<file path="src/rtl/hs_pkg.sv">
// Shared constants and helpers for the tx3 -> rx3 handshake path.
package hs_pkg;

  localparam int unsigned HS_DW = 32;
  localparam int unsigned HS_CW = 16;

  // Ceiling log2 for sizing pointers; clog2(1) = 0.
  function automatic int unsigned clog2(input int unsigned n);
    int unsigned r;
    r = 0;
    for (int i = 0; i < 32; i++) begin
      if ((64'd1 << i) < 64'(n)) r = 32'(i + 1);
    end
    return r;
  endfunction

endpackage

</file>
<file path="src/rtl/hs_ram_2p.sv">
// DEPTH x DW storage: one synchronous write port, one asynchronous read port.
module hs_ram_2p
  import hs_pkg::*;
#(
  parameter int unsigned DW    = HS_DW,
  parameter int unsigned DEPTH = 4,
  parameter int unsigned AW    = clog2(DEPTH)
) (
  input  logic          clk,
  input  logic          wr_en,
  input  logic [AW-1:0] wr_addr,
  input  logic [DW-1:0] wr_data,
  input  logic [AW-1:0] rd_addr,
  output logic [DW-1:0] rd_data_c
);

  logic [DW-1:0] mem [DEPTH];

  always_ff @(posedge clk) begin
    if (wr_en) mem[wr_addr] <= wr_data;
  end

  assign rd_data_c = mem[rd_addr];

endmodule

</file>
<file path="src/rtl/hs_elastic_buf.sv">
// Elastic valid/ready buffer between tx3 and rx3; every handshake output comes
// straight from a flop, so neither side sees a combinational path to the other.
module hs_elastic_buf
  import hs_pkg::*;
#(
  parameter int unsigned DW    = HS_DW,
  parameter int unsigned DEPTH = 4,
  parameter int unsigned AW    = clog2(DEPTH),
  parameter int unsigned CW    = HS_CW
) (
  input  logic          clk,
  input  logic          rst_n,
  input  logic [DW-1:0] s_data,
  input  logic          s_valid,
  output logic          s_ready,
  output logic [DW-1:0] m_data,
  output logic          m_valid,
  input  logic          m_ready,
  output logic [AW:0]   level,
  output logic [CW-1:0] in_beats,
  output logic [CW-1:0] out_beats
);

  logic [AW-1:0] wr_ptr;
  logic [AW-1:0] rd_ptr;
  logic [AW-1:0] wr_ptr_nxt;
  logic [AW-1:0] rd_ptr_nxt;
  logic [AW:0]   level_nxt;
  logic          push;
  logic          pop;
  logic          bypass;
  logic          load;
  logic [DW-1:0] rd_data_c;
  logic [DW-1:0] m_data_nxt;

  // Next-state: the output register always holds the entry at the new head.
  always_comb begin
    push       = s_valid & s_ready;
    pop        = m_valid & m_ready;
    level_nxt  = level + (AW+1)'(push) - (AW+1)'(pop);
    wr_ptr_nxt = wr_ptr + AW'(push);
    rd_ptr_nxt = rd_ptr + AW'(pop);
    // Nothing older remains after this pop, so the incoming beat becomes the head.
    bypass     = push && ((level - (AW+1)'(pop)) == '0);
    // Head changes only on a pop or when filling from empty; otherwise hold.
    load       = (level_nxt != '0) && (pop || (level == '0));
    m_data_nxt = bypass ? s_data : rd_data_c;
  end

  hs_ram_2p #(
    .DW    (DW),
    .DEPTH (DEPTH),
    .AW    (AW)
  ) u_ram (
    .clk       (clk),
    .wr_en     (push),
    .wr_addr   (wr_ptr),
    .wr_data   (s_data),
    .rd_addr   (rd_ptr_nxt),
    .rd_data_c (rd_data_c)
  );

  always_ff @(posedge clk or negedge rst_n) begin
    if (!rst_n) begin
      s_ready   <= 1'b0;
      m_valid   <= 1'b0;
      m_data    <= '0;
      level     <= '0;
      wr_ptr    <= '0;
      rd_ptr    <= '0;
      in_beats  <= '0;
      out_beats <= '0;
    end else begin
      s_ready   <= level_nxt < (AW+1)'(DEPTH);
      m_valid   <= level_nxt != '0;
      level     <= level_nxt;
      wr_ptr    <= wr_ptr_nxt;
      rd_ptr    <= rd_ptr_nxt;
      in_beats  <= in_beats + CW'(push);
      out_beats <= out_beats + CW'(pop);
      if (load) m_data <= m_data_nxt;
    end
  end

endmodule

</file>
<file path="config.mk">
export PLATFORM = sky130hd
export DESIGN_NAME = hs_elastic_buf
export DESIGN_NICKNAME = d
export VERILOG_FILES = /design/src/rtl/hs_pkg.sv /design/src/rtl/hs_ram_2p.sv /design/src/rtl/hs_elastic_buf.sv
export SDC_FILE = /design/constraint.sdc
export NUM_CORES = 1
export LEC_CHECK = 0
export BUFFER_PORTS_ARGS = -buffer_cell sky130_fd_sc_hd__clkbuf_2
export CAP_MARGIN = 0
export CELL_PAD_IN_SITES_DETAIL_PLACEMENT = 2
export CELL_PAD_IN_SITES_GLOBAL_PLACEMENT = 2
export CORE_MARGIN = 1
export CORE_UTILIZATION = 44
export DETAILED_ROUTE_END_ITERATION = 16
export GPL_ROUTABILITY_DRIVEN = 0
export PLACE_DENSITY = 0.8
export SETUP_SLACK_MARGIN = 0.15
export SYNTH_ARGS = -nofsm -noshare
export SYNTH_HDL_FRONTEND = slang
export SYNTH_SLANG_ARGS = --single-unit
</file>
<file path="constraint.sdc">
create_clock -name clk -period 5.5 [get_ports clk]
set_clock_uncertainty 0.1 [all_clocks]
set_input_delay 1.65 -clock clk [delete_from_list [all_inputs] [get_ports clk]]
set_output_delay 1.65 -clock clk [all_outputs]
set_load 0.05 [all_outputs]
</file>
Word level (Yosys, flattened, before mapping)
Memories as Yosys holds them, arrays and structs flattened. Index checks and enable logic that the tools add are counted.

Bits in registers: 73. Bits in latches: 0. Memory bits (writable): 128. Memory bits (read-only): 0. Bits of input ports: 36. Word-level logic and storage cells: 28. Memories: 1.

Memory list: u_ram.mem (depth 4, width 32, read ports 1, clocked after memory_dff 0, wr ports 1, line hs_ram_2p.sv:17) `logic [DW-1:0] mem [DEPTH];`.

Add/subtract/negate cells: 7. Multiply operators: 0. Divide/modulo/power cells: 0. Order comparisons: 1. Equal/unequal tests: 0. Shift operators: 0. Mux-type cells: 3. Bitwise logic cells: 2. Reductions and logical operators: 6.

Operators by type and width (number): 16-bit by 1-bit adder with 16-bit output (2); 32-bit two-way mux (1); 3-bit logical NOT (2); 3-bit by 1-bit subtractor with 3-bit output (2); 2-bit by 1-bit adder with 2-bit output (2); 3-bit by 1-bit adder with 3-bit output (1); 3-bit < comparator, second input constant (1); 3-bit nonzero test (1); 1-bit bitwise AND (2); 1-bit logical AND (2); 1-bit two-way mux (2); 1-bit logical OR (1).

Depth between registers and ports, before layout
Depth in word-level cells: 5. Mapped depth: 10. Gate-level depth less buffers: 8.

By module
A second synthesis with hierarchy kept.

Cell total of the unflattened synthesis: 451. Area total of the unflattened synthesis: 7921.3 µm².

By module, submodules not included: hs_ram_2p (instances 1, cells each 171, area each 4689.5 µm², sequential area each 3843.7 µm²); hs_elastic_buf (instances 1, cells each 280, area each 3231.8 µm², sequential area each 1826.8 µm²).

Worst setup path before layout
OpenSTA, ideal clock, no wires.

Path kind: in2reg. Start: in s_valid. End: mem u_ram.mem[0][0] (netlist name) (enable). Library setup time: 0.461 ns. Arrival: 3.986 ns. Required time: 4.939 ns. Setup slack: 0.953 ns. Cell stages on the path: 2. Buffers on the path: 0. Cell sequence: nand2_1 > nor3_1.

Word-level cells in the longest chain between the ends: 3.

RTL lines: start, declared (line hs_elastic_buf.sv:14) `input logic s_valid,`; 1-bit bitwise AND (line hs_elastic_buf.sv:38) `push = s_valid & s_ready;`; 1-bit two-way mux (line hs_ram_2p.sv:20) `if (wr_en) mem[wr_addr] <= wr_data;`; 1-bit two-way mux (implied by the code) (line hs_ram_2p.sv:20); end, declared (line hs_ram_2p.sv:17).

Every way passes these cells.

Worst setup path in the final report
Start: in m_ready. End: reg m_data[10].

Word-level cells in the longest chain between the ends: 5. Elaborated cells between the ends (all ways): 11. Those cells by class: 3 x add/sub; 1 x mux; 1 x bitwise; 5 x reduce/logical; 1 x memory.

RTL lines: start, declared (line hs_elastic_buf.sv:18) `input logic m_ready,`; 1-bit bitwise AND (*) (line hs_elastic_buf.sv:39) `pop = m_valid & m_ready;`; 3-bit by 1-bit subtractor with 3-bit output (line hs_elastic_buf.sv:44) `bypass = push && ((level - (AW+1)'(pop)) == '0);`; 3-bit logical NOT (line hs_elastic_buf.sv:44); 1-bit logical AND (line hs_elastic_buf.sv:44); 32-bit two-way mux (line hs_elastic_buf.sv:47) `m_data_nxt = bypass ? s_data : rd_data_c;`; end signal, assigned (line hs_elastic_buf.sv:81) `if (load) m_data <= m_data_nxt;`; end, declared (line hs_elastic_buf.sv:16) `output logic [DW-1:0] m_data,`.

Every way passes the cells marked *; elsewhere a longest branch is shown, timed or not. A chain may end at the register's enable or synchronous reset.

==> summary.json <==
{
  "worst_pin_slew": {"value": 1.14, "unit": "ns"},
  "htree_levels": {"value": 1},
  "coreArea": {"value": 17300, "unit": "sq um"},
  "share_of_synthesized_area_occupied_by_flip_flops_and_latches": {"value": 0.725},
  "yosys.area.top_type": {"value": "sky130_fd_sc_hd__edfxtp_1"},
  "row_count": {"value": 48},
  "die_w": {"value": 135, "unit": "um"},
  "drt.antenna.violating_nets": {"value": 0},
  "antenna_found_initial": {"value": 1},
  "drc": {"value": 0},
  "timing.slew.headroom": {"value": 0.236},
  "setup-violations-final": {"value": 0},
  "critPathLaunchType": {"value": "input port"},
  "antenna_cells": {"value": 0},
  "largest_net_degree_at_the_start_of_global_routing": {"value": 74},
  "tns": {"value": 0, "unit": "ns"},
  "initial_utilization": {"value": 0.452},
  "warning_count_from_the_yosys_run": {"value": 0},
  "syn_avg_cell_area": {"value": 16.0, "unit": "sq um"},
  "synth_register_bits": {"value": 201},
  "ios": {"value": 105},
  "global_route_wire_length_before_repair": {"value": 30800, "unit": "um"},
  "clock-sinks": {"value": 201},
  "rsz0062_at_grt": {"value": "false"},
  "detailedPlacementHpwl": {"value": 11900, "unit": "um"},
  "max-vdd-ir-drop": {"value": 0.000335, "unit": "V"},
  "vias_in_the_first_global_route": {"value": 5228},
  "routed_wire_length_per_instance": {"value": 23.3, "unit": "um"},
  "worst-setup-path-type": {"value": "in2reg"},
  "grt_overflow": {"value": 0},
  "worstSkewPairLatency": {"value": 0.51, "unit": "ns"},
  "worstPathArrival": {"value": 4.31, "unit": "ns"},
  "syn-num-nets": {"value": 533},
  "layout.filler_cells": {"value": 1586},
  "finalNetCount": {"value": 648},
  "min-delay-path-class": {"value": "reg2reg"},
  "ys_top_cells_by_area": {"value": "sky130_fd_sc_hd__edfxtp_1 (49%), sky130_fd_sc_hd__dfrtp_1 (23%), sky130_fd_sc_hd__mux4_2 (9.2%)"},
  "preCtsSetupSlack": {"value": 1.02, "unit": "ns"},
  "ctsRootBufferMaster": {"value": "sky130_fd_sc_hd__clkbuf_16"},
  "min_period": {"value": 4.00, "unit": "ns"},
  "static-leakage-power": {"value": 3.65, "unit": "nW"},
  "required": {"value": 5.81, "unit": "ns"},
  "slew_violations": {"value": 0},
  "timing.fmax": {"value": 250, "unit": "MHz"},
  "drtIter0Drc": {"value": 189},
  "critical_path.max_fanout": {"value": 37},
  "mappedNetlistArea": {"value": 7820, "unit": "sq um"},
  "synthDominantCellAreaShare": {"value": 0.492},
  "via_per_inst": {"value": 5.49},
  "multi_input_comb_area": {"value": 2060, "unit": "sq um"},
  "cts_repair_resize_count": {"value": 0},
  "synth.lib_cells_used.distinct": {"value": 26},
  "synthToLayoutAreaGrowth": {"value": 18.9, "unit": "%"},
  "power.density_cell_area": {"value": 637, "unit": "nW/um^2"},
  "fin_ws": {"value": 1.50, "unit": "ns"},
  "area.sequential": {"value": 5670, "unit": "sq um"},
  "cts_max_path_buffers": {"value": 3},
  "chipHeight": {"value": 135, "unit": "um"},
  "numCtsBuffers": {"value": 22},
  "layout_cells_sized_above_1": {"value": 0.285},
  "tritoncts": {"value": "done"},
  "route.vias.total": {"value": 4642},
  "final_min_period_over_clock_period": {"value": 0.728},
  "detailedRoute.firstPassIterationCount": {"value": 4},
  "worst_setup_hold_path_clk_slew": {"value": 0.06, "unit": "ns"},
  "number_of_buffers_added_on_ports": {"value": 104},
  "floorplan.die_area": {"value": 18300, "unit": "sq um"},
  "final_hold_viol_count": {"value": 0},
  "total_routing_usage_gr": {"value": 0.226},
  "critical_path_endpoint_category": {"value": "flip-flop"},
  "cts.hold.buffers_added": {"value": 0},
  "maxCapViolCount": {"value": 0},
  "drt_wl_total": {"value": 19700, "unit": "um"},
  "postSynthCellCount": {"value": 489},
  "post_cts_buffers": {"value": 0},
  "outcome": {"value": "completed"}
}
## logic make-up after synthesis
| family | Yosys count | share of synthesized area |
|---|---|---|
| AO/OA/AOI/OAI | 36 | 0.0319 |
| XOR/XNOR | 32 | 0.0378 |
| adder cells (fa/ha/maj) | 8 | 0.0138 |
| buffers and inverters | 24 | 0.0170 |
| flip-flops | 201 | 0.725 |
| multiplexers | 32 | 0.0922 |
| AND/OR/NAND/NOR | 156 | 0.0821 |
## placed cells by master (no fill, tap or decap), types with 2 or more instances in the layout
cell type                   instances
sky130_fd_sc_hd__nand3_1           13
sky130_fd_sc_hd__nand2_1           83
sky130_fd_sc_hd__xnor2_1           17
sky130_fd_sc_hd__ha_1               6
sky130_fd_sc_hd__a31oi_1           32
sky130_fd_sc_hd__nor3_1             5
sky130_fd_sc_hd__clkbuf_2         103
sky130_fd_sc_hd__inv_1              4
sky130_fd_sc_hd__buf_4              7
sky130_fd_sc_hd__dfrtp_1           73
sky130_fd_sc_hd__and3_1             5
sky130_fd_sc_hd__clkbuf_1          12
sky130_fd_sc_hd__mux4_2            32
sky130_fd_sc_hd__nor2_4             2
sky130_fd_sc_hd__clkbuf_16         22
sky130_fd_sc_hd__nor4_1             4
sky130_fd_sc_hd__xor2_1            13
sky130_fd_sc_hd__nor2_1            39
sky130_fd_sc_hd__clkbuf_8           2
sky130_fd_sc_hd__and2_1             2
sky130_fd_sc_hd__edfxtp_1         128
## where the power goes
part | switching, mW | internal, mW
clock | 0.591 | 0.824
combinational | 1.56 | 0.756
sequential | 0.223 | 1.97
total | 2.37 | 3.55
## synthesized netlist by cell type, drive strengths merged
cell	n
edfxtp	128
nor4	4
ha	7
nor3	6
inv	4
o211a	1
buf	13
clkbuf	7
fa	1
nand2	83
a31oi	32
nand3	13
xnor2	17
xor3	1
and2	2
mux4	32
a2bb2oi	1
nor2	41
dfrtp	73
nand4	1
o211ai	1
a21oi	1
and3	6
xor2	14
## worst paths after layout
check	startpoint	endpoint	slack (ns)	depth (start not counted)
hold / removal	out_beats[15]	out_beats[15]	0.38	1
max in group asynchronous	rst_n	m_data[0]	3.42	1
min in group asynchronous	rst_n	m_data[8]	1.21	1
setup reg to reg	m_valid	m_data[10]	2.31	9
setup / recovery	m_ready	m_data[10]	1.50	10
hold reg to reg	out_beats[15]	out_beats[15]	0.38	1
## per-layer routing
layer / wire length, um / vias to the layer above / track usage
met4: 419 / 2 / 0.0549
met2: 10200 / 127 / 0.399
met5: 14 / - / 0
li1: - / 2041 / -
met1: 8110 / 2438 / 0.290
met3: 936 / 34 / 0.0404
## sequential cells by signal (all words and copies together) (netlist names)
register / cells
in_beats: 16
level: 3
m_data: 32
m_valid: 1
out_beats: 16
rd_ptr: 2
s_ready: 1
u_ram.mem: 128
wr_ptr: 2
## area by class of cell
| cell class | instances | share of cell area |
|---|---|---|
| flip-flops and latches | 201 | 0.610 |
| multi-input cells | 264 | 0.221 |
| clock buffers | 36 | 0.0670 |
| repair buffers | 111 | 0.0633 |
| well taps | 225 | 0.0303 |
| clock inverters | 4 | 0.00633 |
| inverters | 4 | 0.00162 |
## stage by stage
stage               power [mW]  area, sq um  instances  hold WS [ns]  utilization
floorplan                 3.90         7820        489         0.372            -
global placement          4.40         8610        805         0.362        0.498
detailed placement        4.53         8610        805         0.371        0.498
CTS                       6.01         9290        845         0.379        0.537
global route              6.21         9290        845         0.396        0.537
finish                    5.92         9290        845         0.375        0.537
## critical path, stage by stage
cell and delay (ns):
sky130_fd_sc_hd__clkbuf_2 0.10, sky130_fd_sc_hd__and2_1 0.27, sky130_fd_sc_hd__xnor2_1 0.12, sky130_fd_sc_hd__ha_1 0.20, sky130_fd_sc_hd__fa_1 0.38, sky130_fd_sc_hd__xor3_1 0.29, sky130_fd_sc_hd__a2bb2oi_4 0.69, sky130_fd_sc_hd__buf_12 0.29
sky130_fd_sc_hd__nor2_1 0.08, sky130_fd_sc_hd__a31oi_1 0.21
No activity file was read; power rests on OpenSTA's default activity.
